**src/rtl/fpu_div_pkg.sv**
```systemverilog
// Shared FPU types and constants: the 35-bit extended unrounded result format
// and the divider state encoding.
package fpu_pkg;
  typedef logic [34:0] fp_ext_t;

  localparam int         FP_BIAS    = 127;
  localparam logic [7:0] FP_EXP_MAX = 8'hff;
  localparam fp_ext_t    QNAN_EXT   = {1'b0, 9'h1ff, 22'h1, 3'h0};
  localparam int         DIV_QBITS  = 27;

  typedef enum logic [1:0] {
    IDLE = 2'd0,
    DIV  = 2'd1,
    DONE = 2'd2
  } div_state_t;

  function automatic fp_ext_t fp_ext_inf(input logic sign);
    return {sign, FP_EXP_MAX, 26'h0};
  endfunction

  function automatic fp_ext_t fp_ext_zero(input logic sign);
    return {sign, 34'h0};
  endfunction
endpackage

```
**src/rtl/fpu_div_if.sv**
```systemverilog
// Issue/result bundle between the EX stage and the divider.
interface fpu_div_if;
  import fpu_pkg::*;

  logic [31:0] opa;
  logic [31:0] opb;
  logic        new_input;
  fp_ext_t     out;
  logic        out_valid;
  logic        fpu_div_busy;

  modport master (output opa, opb, new_input, input out, out_valid, fpu_div_busy);
  modport slave  (input opa, opb, new_input, output out, out_valid, fpu_div_busy);
endinterface

```
**src/rtl/fpu_div_classify.sv**
```systemverilog
// Per-operand class flags for binary32; denormals count as zero (flushed).
module fpu_classify (
  input  logic [30:0] op,
  output logic        zero,
  output logic        inf,
  output logic        nan
);
  assign zero = (op[30:23] == 8'h00);
  assign inf  = (op[30:23] == 8'hff) && (op[22:0] == 23'h0);
  assign nan  = (op[30:23] == 8'hff) && (op[22:0] != 23'h0);
endmodule

```
**src/rtl/fpu_div.sv**
```systemverilog
// Restoring radix-2 binary32 divider, one quotient bit per cycle.
// state | meaning
// IDLE  | no operation since reset
// DIV   | iterating, cnt selects quotient bit 26-cnt
// DONE  | out holds the result of the latest new_input
module fpu_div
  import fpu_pkg::*;
(
  input logic       clk,
  input logic       rst,
  fpu_div_if.slave  bus
);
  logic zero_a, inf_a, nan_a, zero_b, inf_b, nan_b;

  fpu_classify u_cls_a (.op(bus.opa[30:0]), .zero(zero_a), .inf(inf_a), .nan(nan_a));
  fpu_classify u_cls_b (.op(bus.opb[30:0]), .zero(zero_b), .inf(inf_b), .nan(nan_b));

  div_state_t   state, state_nxt;
  logic [4:0]   cnt;
  logic [24:0]  rem;
  logic [25:0]  q;
  logic [23:0]  mb;
  logic [7:0]   ea, eb;
  logic         sign;
  fp_ext_t      out_q;

  logic         sign_in;
  logic         special;
  fp_ext_t      special_res;

  assign sign_in = bus.opa[31] ^ bus.opb[31];

  always_comb begin
    special     = 1'b1;
    special_res = '0;
    if (nan_a)                                      special_res = {bus.opa, 3'h0};
    else if (nan_b)                                 special_res = {bus.opb, 3'h0};
    else if ((inf_a && inf_b) || (zero_a && zero_b)) special_res = QNAN_EXT;
    else if (inf_a || zero_b)                       special_res = fp_ext_inf(sign_in);
    else if (zero_a || inf_b)                       special_res = fp_ext_zero(sign_in);
    else                                            special     = 1'b0;
  end

  // One restoring step; on the final step q_full/rem_nxt are the complete result.
  logic         ge;
  logic [24:0]  rem_nxt;
  logic [26:0]  q_full;
  logic         last;

  assign ge      = (rem >= {1'b0, mb});
  assign rem_nxt = (ge ? (rem - {1'b0, mb}) : rem) << 1;
  assign q_full  = {q, ge};
  assign last    = (state == DIV) && (cnt == 5'(DIV_QBITS - 1));

  logic signed [9:0] e;
  logic [9:0]        bias;
  logic [24:0]       mant;
  logic              sticky;
  fp_ext_t           div_res;

  always_comb begin
    if (q_full[26]) begin
      mant   = q_full[25:1];
      sticky = q_full[0] | (rem_nxt != '0);
      bias   = 10'(FP_BIAS);
    end else begin
      mant   = q_full[24:0];
      sticky = (rem_nxt != '0);
      bias   = 10'(FP_BIAS - 1);
    end
    e = 10'({2'b00, ea}) - 10'({2'b00, eb}) + bias;
    if (e >= 10'sd255)    div_res = fp_ext_inf(sign);
    else if (e <= 10'sd0) div_res = fp_ext_zero(sign);
    else                  div_res = {sign, e[7:0], mant, sticky};
  end

  always_ff @(posedge clk) begin
    if (rst) state <= IDLE;
    else     state <= state_nxt;
  end

  always_comb begin
    state_nxt = state;
    if (last) state_nxt = DONE;
    if (bus.new_input) state_nxt = special ? DONE : DIV;
  end

  always_ff @(posedge clk) begin
    if (rst) begin
      out_q <= '0;
      cnt   <= '0;
      rem   <= '0;
      q     <= '0;
      mb    <= '0;
      ea    <= '0;
      eb    <= '0;
      sign  <= 1'b0;
    end else if (bus.new_input) begin
      cnt  <= '0;
      rem  <= {2'b01, bus.opa[22:0]};
      q    <= '0;
      mb   <= {1'b1, bus.opb[22:0]};
      ea   <= bus.opa[30:23];
      eb   <= bus.opb[30:23];
      sign <= sign_in;
      if (special) out_q <= special_res;
    end else if (state == DIV) begin
      cnt <= cnt + 5'd1;
      rem <= rem_nxt;
      q   <= q_full[25:0];
      if (last) out_q <= div_res;
    end
  end

  assign bus.out          = out_q;
  assign bus.out_valid    = (state == DONE);
  assign bus.fpu_div_busy = bus.new_input | (state == DIV);
endmodule
```
**src/flat_wrapper.sv**
```systemverilog
// flat-port wrapper written by rule: the top's interface ports become plain ports
module fpu_div_flat import fpu_pkg::*;
  (clk, rst, bus_opa, bus_opb, bus_new_input, bus_out, bus_out_valid, bus_fpu_div_busy);
  fpu_div_if bus_i ();
  input logic clk;
  input logic rst;
  input wire logic [$bits(bus_i.opa)-1:0] bus_opa;
  input wire logic [$bits(bus_i.opb)-1:0] bus_opb;
  input wire logic [$bits(bus_i.new_input)-1:0] bus_new_input;
  output wire logic [$bits(bus_i.out)-1:0] bus_out;
  output wire logic [$bits(bus_i.out_valid)-1:0] bus_out_valid;
  output wire logic [$bits(bus_i.fpu_div_busy)-1:0] bus_fpu_div_busy;
  assign bus_i.opa = bus_opa;
  assign bus_i.opb = bus_opb;
  assign bus_i.new_input = bus_new_input;
  assign bus_out = bus_i.out;
  assign bus_out_valid = bus_i.out_valid;
  assign bus_fpu_div_busy = bus_i.fpu_div_busy;
  fpu_div u_core (.clk(clk), .rst(rst), .bus(bus_i));
endmodule
```
**config.mk**
```make
export PLATFORM = sky130hd
export DESIGN_NAME = fpu_div_flat
export DESIGN_NICKNAME = d
export VERILOG_FILES = /design/src/rtl/fpu_div_pkg.sv /design/src/rtl/fpu_div_if.sv /design/src/rtl/fpu_div_classify.sv /design/src/rtl/fpu_div.sv /design/src/flat_wrapper.sv
export SDC_FILE = /design/constraint.sdc
export NUM_CORES = 1
export LEC_CHECK = 0
export CELL_PAD_IN_SITES_DETAIL_PLACEMENT = 0
export CELL_PAD_IN_SITES_GLOBAL_PLACEMENT = 1
export CORE_ASPECT_RATIO = 1.25
export CORE_MARGIN = 3
export CORE_UTILIZATION = 38
export CTS_CLUSTER_DIAMETER = 150
export DETAILED_ROUTE_END_ITERATION = 10
export PLACE_DENSITY_LB_ADDON = 0.2
export SETUP_SLACK_MARGIN = 0.02
export SYNTH_ARGS = -nofsm -noshare
export SYNTH_HDL_FRONTEND = slang
export SYNTH_SLANG_ARGS = --single-unit
```
**constraint.sdc**
```tcl
create_clock -name clk -period 3.3 [get_ports clk]
set_clock_uncertainty 0.05 [all_clocks]
set_input_delay 0.99 -clock clk [delete_from_list [all_inputs] [get_ports clk]]
set_output_delay 0.99 -clock clk [all_outputs]
set_load 0.01 [all_outputs]
```
Word level (Yosys, flattened, before mapping)

Cells that the tools add are included.

Bits in registers: 134
Input port bits: 67
Output and inout bits: 37
Word-level logic and storage cells: 72

Add/sub/neg operators: 4
Magnitude comparators: 3
Equality and inequality tests: 6
Muxes and demuxes: 25
Bitwise logic cells: 3
Reduce and logical (&&, ||, !) cells: 21

Operator list:

| operator            | number |
|---|---|
| $mux 35             | 9 |
| $mux 24             | 3 |
| $mux 34             | 2 |
| $logic_not 23->1    | 2 |
| $reduce_bool 23->1  | 2 |
| $ge 25x24->1        | 1 |
| $mux 25             | 1 |
| $reduce_bool 25->1  | 1 |
| $sub 24x24->24      | 1 |
| $eq 8x8->1 const B  | 2 |
| $logic_not 8->1     | 2 |
| $add 10x7->10       | 1 |
| $ge 10x9->1 const B | 1 |
| $le 10x1->1 const B | 1 |
| $sub 8x8->9         | 1 |
| $logic_and 1x1->1   | 7 |
| $mux 1              | 7 |
| $mux 2              | 3 |
| $add 5x1->5 const B | 1 |
| $eq 5x5->1 const B  | 1 |
| $reduce_bool 2->1   | 2 |
| $logic_or 1x1->1    | 3 |
| $reduce_and 3->1    | 1 |
| $eq 2x1->1 const B  | 1 |
| other kinds (5)     | 6 |

Depth between registers and ports, before layout

Depth after elaboration: 10
Mapped depth: 15
Depth with buffers taken out: 14

By module

From an unflattened synthesis, not the netlist that was laid out.

Cell total of the unflattened synthesis: 1112
Area total of the unflattened synthesis: 8533.2 um^2

Modules (own cells, without submodules):

| module       | times used | cells an instance | area an instance (um^2) | sequential area each (um^2) |
|---|---|---|---|---|
| fpu_div      | 1          | 1080              | 8335.5                  | 2682.6 |
| fpu_classify | 2          | 16                | 98.8                    | 0.0 |

Worst setup path after synthesis

No wires, ideal clock.

Path type: register -> register
From: register u_core.rem[0]
To: register u_core.out_q[0], in the netlist u_core.bus.out[0]
Setup time: 0.139 ns
Arrival: 3.366 ns
Data required time: 3.111 ns
Slack: -0.255 ns
Cell stages (with the launch flop): 13
Buffers on the path: 0
Clock period less this slack: 3.555 ns
Cell sequence: dfxtp_1 inv_1 ha_1 fa_1 nand2b_1 a211oi_1 nor2_1 xnor2_2 or4_1 or4_1 or4b_1 o31ai_2 a41oi_1

Longest elaborated chain between the ends: 10
Elaborated cells on any way between the ends: 11
Those cells by class: 1 x add/sub; 1 x order compare; 7 x mux; 1 x bitwise; 1 x reduce/logical

Ends and longest elaborated chain:

| item                                                  | RTL line                     | source |
|---|---|---|
| start: declaration                                    | fpu_div.sv:20                | `logic [24:0] rem;` |
| start signal: assignment                              | fpu_div.sv:100               | `rem <= {2'b01, bus.opa[22:0]};` |
| start signal: assignment                              | fpu_div.sv:109               | `rem <= rem_nxt;` |
| $sub 24x24->24 / $ge 25x24->1 (equally long branches) | fpu_div.sv:51, fpu_div.sv:50 |  |
| $mux 24                                               | fpu_div.sv:51                | `assign rem_nxt = (ge ? (rem - {1'b0, mb}) : rem) << 1;` |
| $reduce_bool 25->1                                    | fpu_div.sv:64, fpu_div.sv:68 |  |
| $or 1x1->1                                            | fpu_div.sv:64                | `sticky = q_full[0] \| (rem_nxt != '0);` |
| $mux 1 (*)                                            | fpu_div.sv:62                | `if (q_full[26]) begin` |
| $mux 34 (*)                                           | fpu_div.sv:73                | `else if (e <= 10'sd0) div_res = fp_ext_zero(sign);` |
| $mux 34 (*)                                           | fpu_div.sv:72                | `if (e >= 10'sd255) div_res = fp_ext_inf(sign);` |
| $mux 35 (*)                                           | fpu_div.sv:111               | `if (last) out_q <= div_res;` |
| $mux 35 (*)                                           | fpu_div.sv:107               | `end else if (state == DIV) begin` |
| $mux 35 (*)                                           | fpu_div.sv:98                | `end else if (bus.new_input) begin` |
| end signal: assignment                                | fpu_div.sv:106               | `if (special) out_q <= special_res;` |
| end signal: assignment                                | fpu_div.sv:111               |  |
| end: declaration                                      | fpu_div.sv:25                | `fp_ext_t out_q;` |

Mark *: on every way between the ends. The rest lies on a longest branch, timed or not. The select of a mux whose other input is x is not followed.
A chain may end at the register's enable or synchronous reset.

Worst setup path in the final report

Same ends and word-level chain as after synthesis.

==> results_dict.tcl <==
set metrics [dict create \
    syn_avg_cell_area_sq_um 7.86 \
    criticalPathCategory "reg -> reg" \
    use_met2 0.424 \
    p_int_mw 3.73 \
    outcome "finished with violations" \
    crit_path_max_fanout 2 \
    cts_made_buffers 17 \
    ant_nets 0 \
    tightest_slew_ps 686 \
    routabilityCongestion 0.941 \
    setup_slack_ps -127 \
    startpoint "u_core.rem[0]" \
    netlist_area_sq_mm 0.00830 \
    syn_to_final_growth_pct 41.7 \
    drt-initial-drc-count 561 \
    clockBufferDepth 2 \
    insertion_delay_ps 420 \
    cp-end-kind "register" \
    rsz0062_at_grt "true" \
    async_flop_share 0 \
    drv_cap 0 \
    power_leakage_nw 4.73 \
    r2r-start "u_core.rem[0]" \
    setup_viol 1 \
    power_switching_mw 1.97 \
    pwr-share-clk 0.333 \
    hold_ws_ps 408 \
    fin_cells 1552 \
    syn_inst 1056 \
    drv_slew 0 \
    synth_nets 1161 \
    worstPathArrival_ps 3660 \
    dp_hpwl_microns 22600 \
    peakVddDrop_uv 384 \
    grt_usage 0.244 \
    synth-seq-area-share 0.323 \
    start_util 0.393 \
    violations "negative setup slack" \
    ys.warnings.count 0 \
    busiest_layer "met2" \
    finalSetupTns_ps -127 \
    dieWidth_microns 138 \
    synth_seq_cells 134 \
    cts.reportedPaths.clkPinSlew_ps 60 \
    cts_sinks 134 \
    fin_crit_sh 1.04 \
    place_ws_ps -197 \
    synth-edff-count 0 \
    seqPwrFrac 0.309 \
    dr.pass1.iters 6 \
    vias 8657 \
    min_from "u_core.bus.out[26]" \
    hold_viol_final 0 \
    routedWlPerCell_microns 19.4 \
    ios 104 \
    tritoncts "built" \
    h-tree-depth 4 \
    rows 59 \
    grt_pass1_wl_microns 46100 \
    cp-start-kind "register" \
    dpl-instance-area_sq_mm 0.0106 \
    grt-ovfl-total 0 \
    comb_power_share 0.358 \
    portBuffers 103 \
    grt_pass1_vias 8348 \
    finish.instance_area_sq_mm 0.0118 \
    synth_cell_types 69 \
    use_met1 0.311 \
    fmax_ghz 0.292 \
    power_density_mw_per_mm2 485 \
    max_slew_margin 0.542 \
    core_sq_mm 0.0211 \
    required_ps 3530 \
    grt_max_degree 111 \
    grt_antenna_before_repair 1 \
    drc 0 \
    dp_cells 1507 \
    drive_gt1_frac 0.225 \
    fin_crit_ps 3430 \
    cts_root_buffer "clkbuf_16" \
    die_y_microns 171 \
    vias_per_cell 5.58 \
    p_sw_frac 0.346 \
    ys.flop_type "dfxtp_1" \
    totalWireLength_microns 30200 \
    min_path_type "reg -> reg" \
    antenna_cells 0 \
    dieArea_sq_mm 0.0237 \
    r2r_slack_ps -130 \
    use_met3 0.0309 \
    layout.nets 1370 \
]
==> worst paths after layout <==
path / cells past startpoint / to
worst min-delay path: 2 / u_core.bus.out[26]
worst max register to register: 12 / u_core.bus.out[0]
worst max-delay path: 12 / u_core.bus.out[0]
worst min register to register: 2 / u_core.bus.out[26]
==> through the flow <==
step                total power [mW]  utilization
floorplan                       2.79            -
global placement                3.56        0.503
detailed placement              3.56        0.503
CTS                             5.52        0.535
global route                    5.97        0.557
finish                          5.70        0.557
==> state kept, by name (all words and copies together) (netlist names) <==
signal and flops:
u_core.bus.out 35, u_core.q 26, u_core.rem 25, u_core.mb 24
u_core.ea 8, u_core.eb 8, u_core.cnt 5, u_core.state 2
u_core.sign 1
==> power by group through the flow <==
stage	Combinational, mW	Sequential, mW	Clock, mW
finish	2.04	1.76	1.90
floorplan	0.997	1.79	0
detailed placement	1.76	1.80	0
global route	2.21	1.77	1.99
global placement	1.77	1.80	0
CTS	1.83	1.76	1.93
==> cell usage in the layout, fill, tap and decap left out, types with 6 or more instances in the layout <==
| master | count |
|---|---|
| mux2i_1 | 56 |
| a32oi_1 | 12 |
| clkbuf_16 | 18 |
| clkdlybuf4s50_1 | 101 |
| nand4_1 | 18 |
| nor3_1 | 10 |
| o211ai_1 | 9 |
| a211oi_1 | 17 |
| o21ai_0 | 61 |
| nand3_1 | 12 |
| xor2_1 | 13 |
| ha_1 | 32 |
| xnor2_1 | 14 |
| a22o_1 | 21 |
| buf_4 | 135 |
| a32oi_2 | 9 |
| inv_6 | 6 |
| buf_6 | 7 |
| inv_1 | 43 |
| nand2_1 | 119 |
| a21oi_1 | 116 |
| nor2b_1 | 7 |
| a21o_1 | 7 |
| buf_12 | 9 |
| dfxtp_1 | 131 |
| nor4_1 | 20 |
| nor2_1 | 119 |
| mux2_2 | 24 |
==> timing repair <==
action / CTS / global route
gates cloned: 0 / 2
hold buffers: 0 / 0
buffers inserted: 2 / 12
setup endpoints to repair: 34 / 35
pin swaps: 6 / 32
gates resized for setup: 18 / 61
==> cell type report <==
type / count / area (sq um)
Fill cell: 2022 / 9360
Timing Repair Buffer: 254 / 2310
Clock inverter: 14 / 138
Sequential cell: 134 / 2690
Multi-Input combinational cell: 811 / 5660
Clock buffer: 18 / 439
Tap cell: 274 / 343
Inverter: 47 / 176
==> cells in the mapped netlist (4+ instances only) <==
cell type,n,share of area
a22o_1,21,0.022
a211oi_1,21,0.019
dfxtp_1,134,0.32
inv_1,47,0.021
o21ai_0,63,0.038
nand4_1,18,0.014
a21oi_1,119,0.072
mux2i_1,56,0.068
clkbuf_1,53,0.024
ha_1,36,0.054
and3_1,4,0.0030
buf_2,6,0.0036
o211a_1,4,0.0048
nor4_1,21,0.016
xnor2_1,18,0.019
or4_1,4,0.0036
mux2_2,25,0.034
nor3_1,15,0.0090
buf_1,4,0.0018
a211o_1,4,0.0042
xor2_1,16,0.017
nand2_1,119,0.054
a21o_1,7,0.0063
nand2b_1,5,0.0038
a31oi_1,7,0.0053
a32oi_1,21,0.022
nor2_1,122,0.055
o211ai_1,9,0.0081
nor2b_1,8,0.0060
nand3_1,13,0.0078
==> critical path, stage by stage, from the launching register on <==
cell	delay, ps
dfxtp_2	330
inv_2	50
ha_4	160
fa_2	350
nand2b_4	160
a211oi_2	210
nor2_1	100
xnor2_2	140
or4_4	550
or4_1	410
or4b_1	490
o31ai_2	180
a41oi_1	120
==> cell families (layout without fill, tap and decap cells) <==
family          count (synthesis)  count (layout)  share of synthesized area
flops                         134             134                      0.323
compound gates                308             308                      0.236
xor+xnor                       35              35                     0.0379
fa+ha+maj                      38              38                     0.0591
mux                            81              81                      0.101
buf+inv                       111             333                     0.0516
simple gates                  349             349                      0.190
==> metal layers <==
layer	wire length (microns)	up-vias
li1	-	4240
met1	13100	4126
met2	14900	239
met3	1130	52
met4	1030	0
met5	0	-
Power figures use the tool's default switching activity.
